## src/rtl/arrow_judge.sv

```systemverilog
// arrow_judge: judges pad presses against the arrow sitting in the hit slot.
// Each metronome beat opens a fresh judging window on the new hit-slot arrow.
// A window closes as PERFECT or GOOD once every arrow direction has been
// pressed. It closes as MISS on a wrong press, or when the next beat arrives
// first. Results drive a one-cycle valid pulse, a saturating score and a combo.
// Optional feature macro: COMBO_BONUS_EN doubles hit points while combo >= 10.

module arrow_judge #(
    parameter int ARROW_W     = 4,
    parameter int CNT_W       = 24,
    parameter int PERFECT_CYC = 2500000,
    parameter int PERFECT_PTS = 3,
    parameter int GOOD_PTS    = 1
) (
    input  logic               clk,
    input  logic               rst_n,
    input  logic               beat_tick,
    input  logic [ARROW_W-1:0] target_arrow,
    input  logic [ARROW_W-1:0] btn,
    output logic               judge_valid,
    output logic [1:0]         judge,
    output logic [15:0]        score,
    output logic [7:0]         combo
);

    typedef enum logic [1:0] {
        IDLE   = 2'd0,
        WINDOW = 2'd1,
        DONE   = 2'd2
    } state_t;

    typedef enum logic [1:0] {
        RES_NONE    = 2'd0,
        RES_PERFECT = 2'd1,
        RES_GOOD    = 2'd2,
        RES_MISS    = 2'd3
    } result_t;

    localparam logic [CNT_W-1:0] PERFECT_LIM = CNT_W'(PERFECT_CYC);
    localparam logic [15:0]      PERFECT_P16 = 16'(PERFECT_PTS);
    localparam logic [15:0]      GOOD_P16    = 16'(GOOD_PTS);

    state_t             state_q, state_d;
    logic [ARROW_W-1:0] tgt_q, tgt_d;
    logic [ARROW_W-1:0] got_q, got_d;
    logic [CNT_W-1:0]   cnt_q, cnt_d;
    logic [ARROW_W-1:0] btn_q;
    logic               valid_q, valid_d;
    result_t            judge_q, judge_d;
    logic [15:0]        score_q, score_d;
    logic [7:0]         combo_q, combo_d;

    logic [ARROW_W-1:0] press;
    result_t            result;
    logic               reopen;
    logic [15:0]        pts;
    logic [16:0]        sum17;

    // Window decision, reopen handling and score/combo bookkeeping for this cycle
    always_comb begin
        press   = btn & ~btn_q;
        result  = RES_NONE;
        reopen  = 1'b0;
        state_d = state_q;
        tgt_d   = tgt_q;
        got_d   = got_q;
        cnt_d   = cnt_q;
        pts     = 16'd0;
        sum17   = 17'd0;

        case (state_q)
            WINDOW: begin
                cnt_d = (cnt_q == '1) ? cnt_q : cnt_q + CNT_W'(1);
                got_d = got_q | press;
                if ((press & ~tgt_q) != '0) begin
                    result  = RES_MISS;
                    state_d = DONE;
                end else if ((got_q | press) == tgt_q) begin
                    result  = (cnt_q < PERFECT_LIM) ? RES_PERFECT : RES_GOOD;
                    state_d = DONE;
                end else if (beat_tick) begin
                    result = RES_MISS;
                end
                reopen = beat_tick;
            end
            IDLE:    reopen = beat_tick;
            DONE:    reopen = beat_tick;
            default: state_d = IDLE;
        endcase

        // A beat always starts the next window; the press above already judged the old one
        if (reopen) begin
            if (target_arrow != '0) begin
                state_d = WINDOW;
                tgt_d   = target_arrow;
                got_d   = '0;
                cnt_d   = '0;
            end else begin
                state_d = IDLE;
            end
        end

        valid_d = (result != RES_NONE);
        judge_d = valid_d ? result : judge_q;
        score_d = score_q;
        combo_d = combo_q;

        if (result == RES_PERFECT || result == RES_GOOD) begin
            pts = (result == RES_PERFECT) ? PERFECT_P16 : GOOD_P16;
`ifdef COMBO_BONUS_EN
            if (combo_q >= 8'd10) begin
                pts = pts << 1;
            end
`endif
            sum17   = 17'(score_q) + 17'(pts);
            score_d = sum17[16] ? 16'hFFFF : sum17[15:0];
            combo_d = (combo_q == 8'hFF) ? combo_q : combo_q + 8'd1;
        end else if (result == RES_MISS) begin
            combo_d = 8'd0;
        end
    end

    // All state and registered outputs, cleared asynchronously by reset
    always_ff @(posedge clk or negedge rst_n) begin
        if (!rst_n) begin
            state_q <= IDLE;
            tgt_q   <= '0;
            got_q   <= '0;
            cnt_q   <= '0;
            btn_q   <= '0;
            valid_q <= 1'b0;
            judge_q <= RES_NONE;
            score_q <= 16'd0;
            combo_q <= 8'd0;
        end else begin
            state_q <= state_d;
            tgt_q   <= tgt_d;
            got_q   <= got_d;
            cnt_q   <= cnt_d;
            btn_q   <= btn;
            valid_q <= valid_d;
            judge_q <= judge_d;
            score_q <= score_d;
            combo_q <= combo_d;
        end
    end

    assign judge_valid = valid_q;
    assign judge       = judge_q;
    assign score       = score_q;
    assign combo       = combo_q;

endmodule

```

## config.mk

```make
export PLATFORM = sky130hd
export DESIGN_NAME = arrow_judge
export DESIGN_NICKNAME = d
export VERILOG_FILES = /design/src/rtl/arrow_judge.sv
export SDC_FILE = /design/constraint.sdc
export NUM_CORES = 1
export LEC_CHECK = 0
export BUFFER_PORTS_ARGS = -buffer_cell sky130_fd_sc_hd__buf_2
export CAP_MARGIN = 0
export CELL_PAD_IN_SITES_DETAIL_PLACEMENT = 1
export CELL_PAD_IN_SITES_GLOBAL_PLACEMENT = 2
export CORE_UTILIZATION = 40
export CTS_CLUSTER_SIZE = 16
export DETAILED_ROUTE_END_ITERATION = 7
export PLACE_DENSITY = 0.86
export SYNTH_ARGS = -nofsm -noshare
export SYNTH_HDL_FRONTEND = slang
export SYNTH_SLANG_ARGS = --single-unit
```

## constraint.sdc

```tcl
create_clock -name clk -period 9.1 [get_ports clk]
set_input_delay 0.455 -clock clk [delete_from_list [all_inputs] [get_ports clk]]
set_output_delay 0.455 -clock clk [all_outputs]
set_load 0.02 [all_outputs]
```

# --- Word level (Yosys, flattened, before mapping) ---
# Cells that the tools add are included.
classes:
  n_addsub: 3
  n_lt_le_gt_ge: 1
  eq_ne: 11
  mux: 23
  bitwise: 5
  reduce_logical: 11
op_table:
  columns: ["op", "count"]
  rows:
  - ["two-way mux 24 bit", 4]
  - ["adder 24 x 1 -> 24 bit, second input constant", 1]
  - ["== test 24 bit, second input constant", 1]
  - ["less-than comparator 24 x 22 -> 1 bit, second input constant", 1]
  - ["two-way mux 8 bit", 3]
  - ["two-way mux 2 bit", 9]
  - ["adder 16 x 2 -> 17 bit", 1]
  - ["two-way mux 16 bit", 1]
  - ["two-way mux 4 bit", 3]
  - ["adder 8 x 1 -> 8 bit, second input constant", 1]
  - ["bitwise AND 4 bit", 2]
  - ["== test 8 bit, second input constant", 1]
  - ["inverter 4 bit", 2]
  - ["nonzero test 4 bit", 2]
  - ["== test 2 bit, second input constant", 3]
  - ["AND reduction 2 bit", 3]
  - ["== test 2 x 1 -> 1 bit, second input constant", 2]
  - ["== test 4 bit", 1]
  - ["inequality test 4 bit, second input constant", 1]
  - ["OR 4 bit", 1]
  - ["one-hot mux 2 bit (2 select lines)", 1]
  - ["nonzero test 2 bit", 2]
  - ["OR reduction 3 bit", 1]
  - ["logical NOT 2 bit", 1]
  - ["other kinds (5)", 6]
word_totals:
  reg_bits: 65
  input_bits: 11
  out_inout_bits: 27

# --- Logic depth before layout (Yosys ltp) ---
depth:
  word_depth: 11
  depth_mapped: 15
  mapped_depth_nobuf: 14

# --- Worst setup path after synthesis ---
# No wires, ideal clock.
synth_timing:
  kind: "input port to flip-flop"
  from: "input port btn[2]"
  to: "register score_q[10] (netlist: score[10])"
  setup_time_ns: 0.134
  arrival_time_ns: 3.118
  slack_ns: 5.848
  path_stages: 14
  path_buffers: 2
  cell_sequence: "nor2b_1 > or3_1 > a22oi_1 > and4_1 > o21bai_1 > and2_1 > ha_1 > fa_1 > and3_1 > clkbuf_1 > nand2_1 > or3_1 > clkbuf_1 > nand2_1"
synth_via:
  elab_chain_len: 10
synth_lines:
  columns: ["item", "line", "source"]
  rows:
  - ["start: declaration", "19", "input logic [ARROW_W-1:0] btn,"]
  - ["bitwise AND 4 bit *", "61", "press = btn & ~btn_q;"]
  - ["OR 4 bit", "78", "end else if ((got_q | press) == tgt_q) begin"]
  - ["== test 4 bit", "78", null]
  - ["two-way mux 2 bit", "78", null]
  - ["two-way mux 2 bit *", "75", "if ((press & ~tgt_q) != '0) begin"]
  - ["two-way mux 2 bit *", "71", "case (state_q)"]
  - ["net result[0]", "54", "result_t result;"]
  - ["== test 2 x 1 -> 1 bit", "108, 109", null]
  - ["two-way mux 2 bit", "109", "pts = (result == RES_PERFECT) ? PERFECT_P16 : GOOD_P16;"]
  - ["adder 16 x 2 -> 17 bit", "115", "sum17 = 17'(score_q) + 17'(pts);"]
  - ["two-way mux 16 bit", "116", "score_d = sum17[16] ? 16'hFFFF : sum17[15:0];"]
  - ["end signal: assignment", "143", "score_q <= score_d;"]
  - ["end: declaration", "50", "logic [15:0] score_q, score_d;"]
# Mark *: on every way through the listed nets, which the timed path passes. The rest lies on a longest branch.
# A chain may end at the register's enable or synchronous reset.

# --- Final worst setup path ---
layout_timing:
  from: "register cnt_q[11]"
  to: "register score_q[13] (netlist: score[13])"
layout_via:
  elab_chain_len: 9
layout_lines:
  columns: ["item", "line", "source"]
  rows:
  - ["start: declaration", "46", "logic [CNT_W-1:0] cnt_q, cnt_d;"]
  - ["start signal: assignment", "139", "cnt_q <= cnt_d;"]
  - ["less-than comparator 24 x 22 -> 1 bit *", "79", "result = (cnt_q < PERFECT_LIM) ? RES_PERFECT : RES_GOOD;"]
  - ["two-way mux 2 bit *", "79", null]
  - ["two-way mux 2 bit *", "78", null]
  - ["two-way mux 2 bit *", "75", null]
  - ["two-way mux 2 bit *", "71", null]
  - ["== test 2 x 1 -> 1 bit", "108, 109", null]
  - ["two-way mux 2 bit", "109", null]
  - ["adder 16 x 2 -> 17 bit", "115", null]
  - ["two-way mux 16 bit", "116", null]
# Every way passes the cells marked *; elsewhere a longest branch is shown, timed or not.

==> flow_metrics.py <==
metrics = {
    "final_layout": {
        "finish.cell_count_without_fillers": 484,
        "syn_to_final_growth_pct": 14.5,
        "leading_cell_types_in_the_layout_fill_and_taps_excluded": "dfrtp_1 (65), nand2_1 (39), buf_2 (37)",
        "most_common_cell_after_layout_fill_and_taps_aside": "dfrtp_1",
        "antennaDiodeCount": 0,
        "final_net_count": 396,
        "drive_gt1_share_pct": 16.2,
    },
    "routing": {
        "wirelength_met1_mm": 3.45,
        "initial_detailed_routing_violation_count": 58,
        "detail_route.wirelength_mm": 7.16,
        "highest-signal-layer": "met4",
        "drc": 0,
        "routed_len_inst_um": 14.8,
        "via_per_inst": 5.37,
        "routed_wl_met2_mm": 3.39,
        "drtAntennaViolNets": 0,
        "first_pass_iters": 4,
        "routed-wl-met3_um": 235,
        "via_count": 2598,
    },
    "pwr": {
        "power.static_leakage_nw": 1.78,
        "cellPowerDensity_nw_per_um2": 218,
        "worst_ir_drop_vdd_uv": 80.7,
    },
    "yosys": {
        "post_synth.cell_area_avg_um2": 9.78,
        "postSynthNetCount": 356,
        "synth-edff-count": 0,
        "post_synth_inst_count": 338,
        "sequential_area_share_after_synthesis_pct": 49.2,
        "synth.ff_latch_count": 65,
        "ys_async_sr_fraction_pct": 100,
        "warning_count_from_the_yosys_run": 0,
        "ys.flop_type": "dfrtp_1",
        "mappedNetlistArea_um2": 3310,
        "post_synth_num_cell_types": 49,
    },
    "timing": {
        "rsz0062_at_grt": "false",
        "timing_hold_violations_final": 0,
        "layout_min_cycle_time_ns": 3.59,
        "timing_max_transition_violations_final": 0,
        "max-slew-margin-rel_pct": 27.3,
        "fmax_mhz": 278,
        "finalSetupViolations": 0,
        "finalCritPeriodShare_pct": 39.5,
        "worst_max_slew_pin_slew_ns": 1.09,
        "final.setup_skew_ns": 0.00652,
        "timing.setup.tns_ns": 0,
        "holdWs_ns": 0.235,
    },
    "floorplan": {
        "die-width_um": 92.9,
        "die_area_um2": 8640,
        "standard_cell_rows": 32,
        "num_io_pins": 38,
        "die_h_um": 92.9,
        "core_area_um2": 7850,
        "floorplan.initialDensity_pct": 42.1,
    },
    "clock_network": {
        "post_cts.resized_instances": 0,
        "clkLatencyLatePin_ns": 0.33,
        "numClockSinks": 65,
        "post_cts.repair.setup_buffers": 0,
        "cts-buffers-inserted": 9,
        "cts.root.buffer_cell": "clkbuf_8",
        "tritoncts": "built",
        "ctsLongestPathBuffers": 2,
        "cts.reportedPaths.clkPinSlew_ns": 0.07,
        "htreeDepth": 3,
        "cts_hold_repair.buffers": 0,
    },
    "placed_design": {
        "io_buffers": 37,
        "dp.final_hpwl_mm": 5.08,
        "gpl.final_weighted_congestion": 0.764,
        "cell_total_after_placement": 469,
    },
    "outcome": {
        "status": "complete, no violations",
    },
    "setup_path": {
        "timing.critical_path.arrival_ns": 3.86,
        "cp-start-kind": "flop",
        "timing_worst_setup_path_type": "flop to flop",
        "setup.worst_path.end_class": "flop",
        "critical-path-slowest-cell": "or3_1",
        "crit_path_cell_trace": "nor3_1, o21a_1, o2111ai_1, and4_1, o31ai_1, ha_1, and3_1, nand2_1, or3_1, nand3_1, o21a_1",
        "path_common_cell": "o21a_1",
        "timing.critical_path.slowest_cell_delay_ns": 0.57,
        "worst-endpoint-required_ns": 9.37,
        "critical_path_peak_fanout": 15,
    },
    "grt": {
        "grt_antenna_before_repair": 0,
        "grt_max_degree": 66,
        "grt_pass1_wl_mm": 12.5,
        "grt_overflow": 0,
        "vias_in_the_first_global_route": 2599,
        "total_routing_usage_gr_pct": 18.5,
    },
    "min_path": {
        "min_path_type": "input port to flop",
    },
    "flow_run": {
        "max_capacitance_violation_count": 0,
    },
}
## final cells by class
type | count | area [µm²]
Sequential cell | 65 | 1630
Fill cell | 926 | 4060
Tap cell | 102 | 128
Clock buffer | 13 | 179
Timing Repair Buffer | 39 | 200
Inverter | 5 | 18.8
Clock inverter | 2 | 35.0
Multi-Input combinational cell | 258 | 1600
## metal layers
layer	global-route usage (%)	up-vias
met5	0	-
met4	6.41	0
met3	4.84	8
met2	29.8	36
met1	23.9	1283
li1	-	1271
## sequential cells by signal, indices dropped and copies added (netlist names)
name	count
combo	8
judge	2
judge_valid	1
score	16
state_q	2
cnt_q	24
got_q	4
btn_q	4
tgt_q	4
## report_power, final
group | internal [W] | total (W) | switching, W | leakage [nW]
logic | 0.0000758 | 0.000198 | 0.000123 | 0.806
clock network | 0.000155 | 0.000263 | 0.000108 | 0.112
registers | 0.000326 | 0.000365 | 0.0000391 | 0.863
total | 0.000556 | 0.000826 | 0.000270 | 1.78
## logic make-up (layout without fill, tap and decap cells)
kind of cell / count (synthesis) / in the layout / synth area share [%]
AND/OR/NAND/NOR: 160 / 160 / 25.2
flip-flops: 65 / 65 / 49.2
AO/OA/AOI/OAI: 59 / 59 / 11.7
XOR/XNOR: 30 / 30 / 7.95
buffers and inverters: 15 / 59 / 2.42
adder cells (fa/ha/maj): 7 / 7 / 2.88
multiplexers: 2 / 2 / 0.643
## worst paths after layout
path,endpoint,startpoint,cells after the start,slack [ns]
min in group asynchronous,combo[7],rst_n,2,0.29
max,score[13],cnt_q[11],11,5.51
min,btn_q[2],btn[2],1,0.24
max reg2reg,score[13],cnt_q[11],11,5.51
min reg2reg,got_q[3],got_q[3],2,0.51
max in group asynchronous,cnt_q[14],rst_n,2,8.26
## cells in the mapped netlist, types with 8 or more instances
master   number  area share [%]
dfrtp_1      65              49
nand2_1      39             4.4
nor2_1       35             4.0
xor2_1       20             5.3
nand3_1      18             2.7
o21ai_0      18             2.7
a21oi_1      13             2.0
nand4_1      11             2.1
nor2b_1      11             2.1
xnor2_1      10             2.6
and3_1        8             1.5
## through the flow
stage / util (%) / total power [W] / setup slack (ns) / cell area, µm²
CTS: 48.3 / 0.000840 / 5.47 / 3790
floorplan: - / 0.000502 / 5.85 / 3310
global route: 48.3 / 0.000882 / 5.16 / 3790
global placement: 45.5 / 0.000565 / 5.36 / 3570
finish: 48.3 / 0.000826 / 5.51 / 3790
detailed placement: 45.5 / 0.000573 / 5.22 / 3570
## worst max-delay path: cells and delay by family (launching register included)
family          cells  cell delay (ns)
compound gates      4             0.90
fa+ha+maj           1             0.51
flops               1             0.47
simple gates        6             1.66
Power figures use the tool's default switching activity.
